--- config.mk ---
export PLATFORM = sky130hd
export DESIGN_NAME = taylor_exp_engine
export DESIGN_NICKNAME = d
export VERILOG_FILES = /design/src/rtl/taylor_exp_engine.sv
export SDC_FILE = /design/constraint.sdc
export NUM_CORES = 2
export LEC_CHECK = 0
export CAP_MARGIN = 20
export CORE_AREA = 2 2 225 227
export CTS_CLUSTER_DIAMETER = 40
export DETAILED_ROUTE_END_ITERATION = 7
export DIE_AREA = 0 0 227 229
export PLACE_DENSITY = 0.69
export SLEW_MARGIN = 20
export SYNTH_ARGS = -nofsm -noshare
export SYNTH_HDL_FRONTEND = slang
export SYNTH_SLANG_ARGS = --single-unit
--- constraint.sdc ---
create_clock -name CLK -period 13.9 [get_ports CLK]
set_input_delay 2.78 -clock CLK [delete_from_list [all_inputs] [get_ports CLK]]
set_output_delay 2.78 -clock CLK [all_outputs]
set_load 0.1 [all_outputs]
--- src/rtl/taylor_exp_engine.sv ---
// Horner-form Taylor evaluator for e^d on an unsigned fixed-point residual; OUT_VALID 2*ORDER cycles after accept.
// Accepts only in IDLE; the result, OVF and OUT_VALID are held in DONE until OUT_READY.
module taylor_exp_engine #(
    parameter int INT_W  = 3,
    parameter int FRAC_W = 23,
    parameter int ORDER  = 3
) (
    input  logic                    CLK,
    input  logic                    RST,
    input  logic [INT_W+FRAC_W-1:0] IN_X,
    input  logic                    IN_VALID,
    output logic                    IN_READY,
    output logic [INT_W+FRAC_W-1:0] OUT,
    output logic                    OUT_VALID,
    input  logic                    OUT_READY,
    output logic                    OVF
);
    localparam int W = INT_W + FRAC_W;

    typedef enum logic [1:0] {S_IDLE, S_MUL, S_ADD, S_DONE} state_t;

    function automatic logic [W-1:0] coef_f(input int k);
        logic [63:0] fact;
        logic [63:0] num;
        fact = 64'd1;
        for (int i = 2; i <= k; i++) begin
            fact = fact * 64'(i);
        end
        num = 64'd1 << FRAC_W;
        return W'(num / fact);
    endfunction

    // Full 16-entry table so the 4-bit index needs no width adaptation.
    logic [W-1:0] coef_tab [16];
    for (genvar g = 0; g < 16; g++) begin : g_coef
        assign coef_tab[g] = coef_f(g);
    end

    state_t               state_q, state_d;
    logic [W-1:0]         d_q, d_d;
    logic [W-1:0]         acc_q, acc_d;
    logic [W-1:0]         mul_q, mul_d;
    logic [3:0]           k_q, k_d;
    logic                 ovf_q, ovf_d;

    logic [2*W-1:0]        prod;
    logic [2*W-FRAC_W-1:0] prod_sh;
    logic                  mul_ovf;
    logic [W-1:0]          mul_res;
    logic [W:0]            sum;
    logic [W-1:0]          add_res;

    assign prod    = (2*W)'(acc_q) * (2*W)'(d_q);
    assign prod_sh = (2*W-FRAC_W)'(prod >> FRAC_W);
    assign mul_ovf = |prod_sh[2*W-FRAC_W-1:W];
    assign mul_res = mul_ovf ? '1 : prod_sh[W-1:0];
    assign sum     = {1'b0, mul_q} + {1'b0, coef_tab[k_q]};
    assign add_res = sum[W] ? '1 : sum[W-1:0];

    always_comb begin
        state_d = state_q;
        d_d     = d_q;
        acc_d   = acc_q;
        mul_d   = mul_q;
        k_d     = k_q;
        ovf_d   = ovf_q;
        case (state_q)
            S_IDLE: begin
                if (IN_VALID) begin
                    d_d     = IN_X;
                    acc_d   = coef_tab[4'(ORDER)];
                    k_d     = 4'(ORDER - 1);
                    ovf_d   = 1'b0;
                    state_d = S_MUL;
                end
            end
            S_MUL: begin
                mul_d   = mul_res;
                ovf_d   = ovf_q | mul_ovf;
                state_d = S_ADD;
            end
            S_ADD: begin
                acc_d = add_res;
                ovf_d = ovf_q | sum[W];
                if (k_q == 4'd0) begin
                    state_d = S_DONE;
                end else begin
                    k_d     = k_q - 4'd1;
                    state_d = S_MUL;
                end
            end
            S_DONE: begin
                if (OUT_READY) begin
                    state_d = S_IDLE;
                end
            end
            default: state_d = S_IDLE;
        endcase
    end

    always_ff @(posedge CLK or posedge RST) begin
        if (RST) begin
            state_q <= S_IDLE;
            d_q     <= '0;
            acc_q   <= '0;
            mul_q   <= '0;
            k_q     <= '0;
            ovf_q   <= 1'b0;
        end else begin
            state_q <= state_d;
            d_q     <= d_d;
            acc_q   <= acc_d;
            mul_q   <= mul_d;
            k_q     <= k_d;
            ovf_q   <= ovf_d;
        end
    end

    assign IN_READY  = (state_q == S_IDLE);
    assign OUT_VALID = (state_q == S_DONE);
    assign OUT       = acc_q;
    assign OVF       = ovf_q;

endmodule

Word-level counts from Yosys, hierarchy flattened
Memories as Yosys holds them, arrays and structs flattened.
Index checks and enable logic that the tools add are counted.
Cells by class
  add/sub/neg operators: 2
  multipliers: 1
  magnitude comparators: 1
  equality and inequality tests: 6
  mux-type cells: 15
  bitwise gates (word level): 3
  reductions and logical operators: 10
Operator list (number)
  $mux 26: 5
  $mul 26x26->52: 1
  $pmux 26 s2: 1
  $add 26x26->27: 1
  $mux 4: 2
  $pmux 2 s4: 1
  $pmux 4 s2: 1
  $reduce_and 2->1: 4
  $mux 2: 3
  $ge 5x5->1 const B: 1
  $not 4->5: 1
  $eq 2x2->1 const B: 2
  $logic_not 4->1: 1
  $ne 2x2->1 const B: 2
  $sub 4x1->4 const B: 1
  $pmux 1 s3: 1
  $reduce_and 3->1: 1
  $reduce_bool 3->1: 1
  $reduce_or 3->1: 1
  $eq 2x1->1 const B: 1
  $logic_not 2->1: 1
  $ne 2x1->1 const B: 1
  $or 1x1->1: 2
  $reduce_bool 2->1: 1
  $mux 1: 1
Storage, ports and cells
  register bits: 85
  ROM bits: 416
  input bits: 30
  output and inout bits: 29
  logic and storage cells: 45
  memories kept: 1
Memories
  (name not given): words 16, width 26, rd ports 1, clocked after Yosys merged registers in 0, write ports 0, line 57  | assign sum = {1'b0, mul_q} + {1'b0, coef_tab[k_q]};

Depth between registers and ports, before layout
  word-level depth: 7
  depth in mapped cells: 29
  mapped depth without buffers: 26

Worst setup path before layout
Ideal clock, no wire load.
  path type: register -> register
  start: register acc_q[18] (netlist: OUT[18])
  end: register mul_q[10]
  setup time: 0.080 ns
  data arrival time: 7.738 ns
  required time: 13.820 ns
  path slack: 6.081 ns
  cell stages (with the launch flop): 28
  path buffers: 5
  clock period less this slack: 7.819 ns
  cell sequence: dfrtp_1 clkbuf_1 clkbuf_1 nand2_1 fa_1 inv_1 fa_1 inv_1 fa_1 fa_1 inv_1 fa_1 inv_1 fa_1 inv_1 fa_1 ha_1 buf_2 nand4_1 or2_2 a2111oi_2 o21ai_2 a2111oi_4 nor4_2 o311a_1 buf_6 buf_12 a31oi_4
Between the ends
  cells in the longest elaborated chain, start to end: 3
Ends and longest elaborated chain
  start: declaration: line 41  | logic [W-1:0] acc_q, acc_d;
  start signal: assignment: line 105  | acc_q <= '0;
  start signal: assignment: line 112  | acc_q <= acc_d;
  $mul 26x26->52 (*): line 53  | assign prod = (2*W)'(acc_q) * (2*W)'(d_q);
  $reduce_or 3->1: line 55  | assign mul_ovf = |prod_sh[2*W-FRAC_W-1:W];
  $mux 26 (*): line 56  | assign mul_res = mul_ovf ? '1 : prod_sh[W-1:0];
  end signal: assignment: line 113  | mul_q <= mul_d;
  end: declaration: line 42  | logic [W-1:0] mul_q, mul_d;
Mark *: on every way between the ends. The rest lies on a longest branch, timed or not.
A chain may end at the register's enable or synchronous reset.

Worst setup path in the final report
  start: register acc_q[20] (netlist: OUT[20])
  end: register mul_q[20]
The elaborated chain is that of the path after synthesis.

==> results.tsv <==
stage	metric	value	unit
drt	number of remaining DRC errors	0	
synth	top cells by count, synth	638 x inv_1, 574 x fa_1, 409 x nand2_1	
timing	RSZ-0062 raised after global routing	false	
critical_path	CP Cell Sequence	nand2_1 > fa_1 > inv_1 > fa_1 > fa_1 > inv_1 > fa_1 > inv_1 > fa_1 > fa_1 > inv_1 > fa_1 > inv_1 > ha_1 > nand4_1 > or2_2 > a2111oi_2 > o21ai_2 > a2111oi_4 > o21a_1 > o311a_1 > buf_4 > nand2_2 > o22a_1	
synth	Synth Register Bits	85	
critical_path	critical path class	register to register	
cells_and_area	Nets	3658	
clock_tree	Skew-Pair Late Insertion Delay	0.38	ns
clock_tree	clock transition at the registers of the reported paths	0.08	ns
synth	ys flop type	dfrtp_1	
clock_tree	H-Tree Depth	3	
timing	Final Hold Viols	0	
clock_tree	maximum root-to-sink buffer count	2	
synth	number of synthesized flops with an enable pin	0	
global_route	total gr overflow	0	
timing	Final Cycle Share	61.5	%
clock_tree	CTS root buffer	clkbuf_16	
clock_tree	# clock sinks	85	
worst_hold_path	hold crit path type	register to register	
synth	Yosys top cell area share	44.0	%
worst_hold_path	Hold Path Depth	2	
place	Port Buffers	58	
synth	dominant cells by area after synthesis	fa_1 44%, ha_1 10%, inv_1 9.2%	
die	Rows	82	
die	Initial Utilization	52.6	%
die	Die Y	229	um
timing	final setup TNS	0	ns
drt	drt pass-1 iters	6	
cells_and_area	area grow syn2layout	5.97	%
drt	final WL	69.9	mm
critical_path	reg-to-reg critical path startpoint	OUT[20]	
timing	Final Critical Period	8.55	ns
critical_path	worst path bufs/invs	6	
critical_path	FF-to-FF setup slack	5.35	ns
die	core area	49700	sq um
clock_tree	post-CTS setup buffers	0	
timing	Max transition margin	22.0	%
global_route	global-route usage over all layers	28.7	%
global_route	largest net degree at the start of global routing	69	
synth	Syn Inst Count	2854	
drt	Via-to-Cell Ratio	5.51	
timing	fmax	0.117	GHz
synth	count leader, synth	inv_1	
clock_tree	Num CTS Buffers	9	
critical_path	WP data required	14.18	ns
critical_path	CP delay by family, top	adder cells	
critical_path	Slowest-stage cell, CP	dfrtp_1	
clock_tree	CTS resizes	0	
drt	Post-DRT Antenna Nets	0	
critical_path	crit-path max cell delay	1.13	ns
synth	Synthesized Nets	3674	
place	Placer Congestion	0.894	
die	die footprint	52000	sq um
place	DP HPWL	54.1	mm
global_route	initial antenna violation count	0	
timing	Max Slew Vio Count	0	
synth	Synth Cell Area	26100	sq um
flow_run	maxcap violations	0	
die	IO Count	59	
critical_path	CP max FO	28	
critical_path	crit start category	register	
synth	Ys Warns	0	
cells_and_area	layout cells sized above 1	4.05	%
critical_path	CP arrival	8.83	ns
synth	register area share after synthesis	8.15	%
worst_hold_path	hold_sp	OUT[7]	
drt	DR WL/cell	19.9	um
timing	Final Setup Violations	0	
critical_path	Reg-to-Reg End	mul_q[20]	
timing	worst slew pin tran	1.17	ns
run_status	status	finished, final reports clean	
synth	Avg Cell Area, Syn	9.15	sq um
critical_path	crit path launch	OUT[20]	
synth	Yosys cell types	62	
global_route	first-pass GRT wire length	115	mm
cells_and_area	diodes inserted	0	
drt	via count	19365	
clock_tree	hold_buf cts	0	
clock_tree	CTS tree	built	
critical_path	Crit path top cell by count	fa_1	
timing	final setup skew	0.0131	ns
critical_path	Worst R2R Path Depth	24	
die	Die Span X	227	um
synth	share of synthesized registers carrying an async set or reset	100	%
synth	cell taking the most area after synthesis	fa_1	
worst_hold_path	Hold Path Sink	OUT[7]	
drt	Initial DRC Count	1111	
critical_path	CP Capture Type	register	
global_route	vias in the first global route	21760	
-- logic make-up (layout without fill, tap and decap cells) --
| family | after synthesis | count (layout) | share of synthesized area (%) |
|---|---|---|---|
| buf+inv | 769 | 758 | 11.2 |
| flops | 85 | 85 | 8.15 |
| mux | 29 | 29 | 1.24 |
| fa+ha+maj | 790 | 790 | 54.4 |
| xor+xnor | 53 | 53 | 1.78 |
| compound gates | 244 | 244 | 6.73 |
| simple gates | 884 | 884 | 16.6 |
-- metal layers --
metal | vias up | wire length [um] | part of all wire [%] | GRT usage, %
met2 | 641 | 35100 | 50 | 49.2
met4 | 0 | 3180 | 4.6 | 12.3
met1 | 10108 | 27900 | 40 | 36.6
li1 | 8441 | - | - | -
met5 | - | 0 | 0 | 0
met3 | 175 | 3680 | 5.3 | 3.36
-- flip-flops by register name, indices dropped and copies added, names as in the netlist --
register  flops
OUT          26
OVF           1
d_q          26
k_q           4
mul_q        26
state_q       2
-- layout make-up --
cell class	count	area (sq um)
Fill cell	4504	22000
Multi-Input combinational cell	2000	21100
Inverter	638	2400
Sequential cell	85	2130
Timing Repair Buffer	104	926
Tap cell	672	841
Clock buffer	9	225
Clock inverter	7	73.8
-- cells in the final DEF, fill, tap and decap left out, types with 26 or more instances in the layout --
cell | Yosys | layout
nor2_1 | 67 | 67
inv_1 | 638 | 637
a21o_1 | 33 | 33
clkdlybuf4s50_1 | 0 | 58
mux2_2 | 26 | 26
ha_1 | 216 | 215
nand2_1 | 409 | 409
dfrtp_1 | 85 | 84
o21ai_0 | 47 | 47
xnor2_1 | 29 | 29
a21oi_1 | 64 | 63
fa_1 | 574 | 574
buf_4 | 0 | 46
and2_1 | 338 | 338
-- worst reg2reg max path, stage by stage (launching register included) --
cell and delay (ns):
dfrtp_1 1.13, nand2_1 0.21, fa_1 0.58, inv_1 0.06, fa_1 0.46, fa_1 0.54, inv_1 0.05, fa_1 0.49
inv_1 0.05, fa_1 0.51, fa_1 0.50, inv_1 0.05, fa_1 0.49, inv_1 0.05, ha_1 0.42, nand4_1 0.16
or2_2 0.34, a2111oi_2 0.51, o21ai_2 0.14, a2111oi_4 0.58, o21a_1 0.22, o311a_1 0.18, buf_4 0.35, nand2_2 0.16
o22a_1 0.22
-- how the worst max path moves through the flow --
stage	endpoint	slack (ns)	depth (start not counted)
after floorplan	mul_q[10]	6.08	27
after global placement	mul_q[25]	5.58	25
after detailed placement	mul_q[20]	5.44	24
after CTS	mul_q[20]	5.40	24
after global routing	mul_q[20]	5.03	24
final	mul_q[20]	5.35	24
-- per-stage QoR --
| stage | std cells | hold slack (ns) | util [%] | cell area [sq um] | worst slack [ns] |
|---|---|---|---|---|---|
| 2_1_floorplan | 2854 | 0.478 | - | 26100 | 6.08 |
| 3_3_place_gp | 3499 | 0.453 | 55.1 | 27400 | 5.58 |
| 3_5_place_dp | 3499 | 0.457 | 55.1 | 27400 | 5.44 |
| 4_1_cts | 3515 | 0.474 | 55.7 | 27700 | 5.40 |
| 5_1_grt | 3515 | 0.514 | 55.7 | 27700 | 5.03 |
| 6_report | 3515 | 0.472 | 55.7 | 27700 | 5.35 |
Power is not shown: default switching activity piles up to over one toggle a cycle in this logic, so the estimate is an artifact.
==> variant (config.mk and constraints unchanged) <==
Change the parameter `INT_W` from 3 to 6.
--- a/src/rtl/taylor_exp_engine.sv
+++ b/src/rtl/taylor_exp_engine.sv
@@ -1,7 +1,7 @@
 // Horner-form Taylor evaluator for e^d on an unsigned fixed-point residual; OUT_VALID 2*ORDER cycles after accept.
 // Accepts only in IDLE; the result, OVF and OUT_VALID are held in DONE until OUT_READY.
 module taylor_exp_engine #(
-    parameter int INT_W  = 3,
+    parameter int INT_W  = 6,
     parameter int FRAC_W = 23,
     parameter int ORDER  = 3
 ) (
Ports: changed (resized IN_X and OUT); port bits go from 59 to 65. No check against the original RTL was run, so the function may have changed too.
==> variant against the original RTL <==
- global-route usage grew 10 points
- synthesized cell count increased by 29%
- via count increased by 31%
- area after synthesis grew 26%
- sequential cell count is 9 higher
- setup slack worse by 0.57 ns
- count of clock-buffer cells in the layout is the same
- final area rose by 24%
- sequential share of layout area down 0.84 points
- wire length is 34% higher
- highest routed layer unchanged
Power is not shown: default switching activity piles up to over one toggle a cycle in this logic, so the estimate is an artifact.
==> variant: results (changes against the original RTL) <==
status = finished clean (unchanged)
worst hold path type = reg -> reg (unchanged)
Hold Path Cell Cnt = 2 (unchanged)
GR Util met3 = 0.0767 (was 0.0336)
Initial DRT Pass Iterations = 7 (was 6)
Hold EP = OUT[1] (was OUT[7])
Placer Congestion = 0.966 (was 0.894)
Nets = 4622 (was 3658)
syn nets = 4705 (was 3674)
slew margin rel. = 0.232 (was 0.220)
largest net degree at the start of global routing = 59 (was 69)
R2R Setup Slk = 4.78 ns (was 5.35 ns)
worst r2r src = d_q[9] (was OUT[20])
number of global-route vias before repair = 28000 (was 21800)
sequential area share after synthesis = 0.0715 (was 0.0815)
synth top area cells = fa_1, ha_1, inv_1 (unchanged)
initial antenna violation count = 1 (was 0)
CTS clk-pin slew, worst paths = 0.10 ns (was 0.08 ns)
vias per std cell = 5.94 (was 5.51)
Yosys cell types = 74 (was 62)
fraction of layout cells with a size suffix above 1 = 0.0367 (was 0.0405)
arrival time at the worst endpoint = 9.33 ns (was 8.83 ns)
routed length per instance = 22.0 um (was 19.9 um)
worst-path fanout max = 30 (was 28)
GRT met1 Usage = 0.506 (was 0.366)
Port Buffers = 64 (was 58)
top cells by count, synth = inv_1, fa_1, nand2_1 (unchanged)
hold_sp = OUT[1] (was OUT[7])
Max Root-Sink Buffers = 2 (unchanged)
Clock Skews = 0.0263 ns (was 0.0131 ns)
Worst R2R End = mul_q[24] (was mul_q[20])
GRT Resource Usage Total = 0.387 (was 0.287)
worst skew pair latency = 0.41 ns (was 0.38 ns)
global-route wire length before repair = 152000 um (was 115000 um)
worst r2r path cells = 24 (unchanged)
DP Wirelength = 72600 um (was 54100 um)
1st-iter DRT viols = 2008 (was 1111)
grt met2 use = 0.633 (was 0.492)
-- variant: layer usage --
metal  up-vias  part of all wire  wire (um)
li1      10800                 -          -
met1     13000              0.39      36300
met2      1239              0.48      44900
met3       267             0.091       8570
met4         0             0.044       4120
met5         -                 0          0
-- variant: area by class of cell --
| cell class | instances | area [um2] |
|---|---|---|
| fillers | 4019 | 15300 |
| multi-input cells | 2586 | 26800 |
| inverters | 779 | 2930 |
| clock buffers | 9 | 225 |
| repair buffers | 122 | 1070 |
| flip-flops and latches | 94 | 2350 |
| diodes | 3 | 7.51 |
| well taps | 672 | 841 |
| clock inverters | 7 | 91.3 |
-- variant: worst max-delay path, stage by stage, from the launching register on --
cell	delay, ns
dfrtp_1	1.08
and2_1	0.26
fa_1	0.43
inv_1	0.08
fa_1	0.45
fa_1	0.51
fa_1	0.51
inv_1	0.06
fa_1	0.64
fa_1	0.47
fa_1	0.51
inv_1	0.05
fa_1	0.48
inv_1	0.04
ha_1	0.44
a21o_1	0.19
a31oi_1	0.17
o21ai_0	0.26
a21oi_1	0.10
o311ai_0	0.77
mux2i_1	0.38
o2111ai_1	0.22
nor4b_4	0.28
buf_4	0.36
a31oi_1	0.15
-- variant: worst max path at each step --
stage | startpoint | to | slack [ns]
2_1_floorplan | OUT[9] | mul_q[10] | 5.74
3_3_place_gp | OUT[18] | mul_q[27] | 4.95
3_5_place_dp | d_q[9] | mul_q[4] | 5.02
4_1_cts | d_q[9] | mul_q[24] | 4.92
5_1_grt | d_q[8] | mul_q[15] | 4.48
6_report | d_q[9] | mul_q[24] | 4.78
-- variant: logic make-up after synthesis --
kind of cell / count (synthesis) / synth area share
AO/OA/AOI/OAI: 340 / 0.0673
adder cells (fa/ha/maj): 997 / 0.544
buffers and inverters: 995 / 0.115
multiplexers: 36 / 0.0121
XOR/XNOR: 51 / 0.0136
flip-flops: 94 / 0.0715
AND/OR/NAND/NOR: 1162 / 0.177
-- variant: through the flow --
| stage | hold WS (ns) | cells | setup slack (ns) | util | area (um2) |
|---|---|---|---|---|---|
| 6_report | 0.474 | 4272 | 4.78 | 0.691 | 34300 |
| 5_1_grt | 0.501 | 4269 | 4.48 | 0.691 | 34300 |
| 4_1_cts | 0.480 | 4269 | 4.92 | 0.691 | 34300 |
| 3_5_place_dp | 0.461 | 4253 | 5.02 | 0.684 | 34000 |
| 3_3_place_gp | 0.452 | 4253 | 4.95 | 0.684 | 34000 |
| 2_1_floorplan | 0.495 | 3675 | 5.74 | - | 32900 |
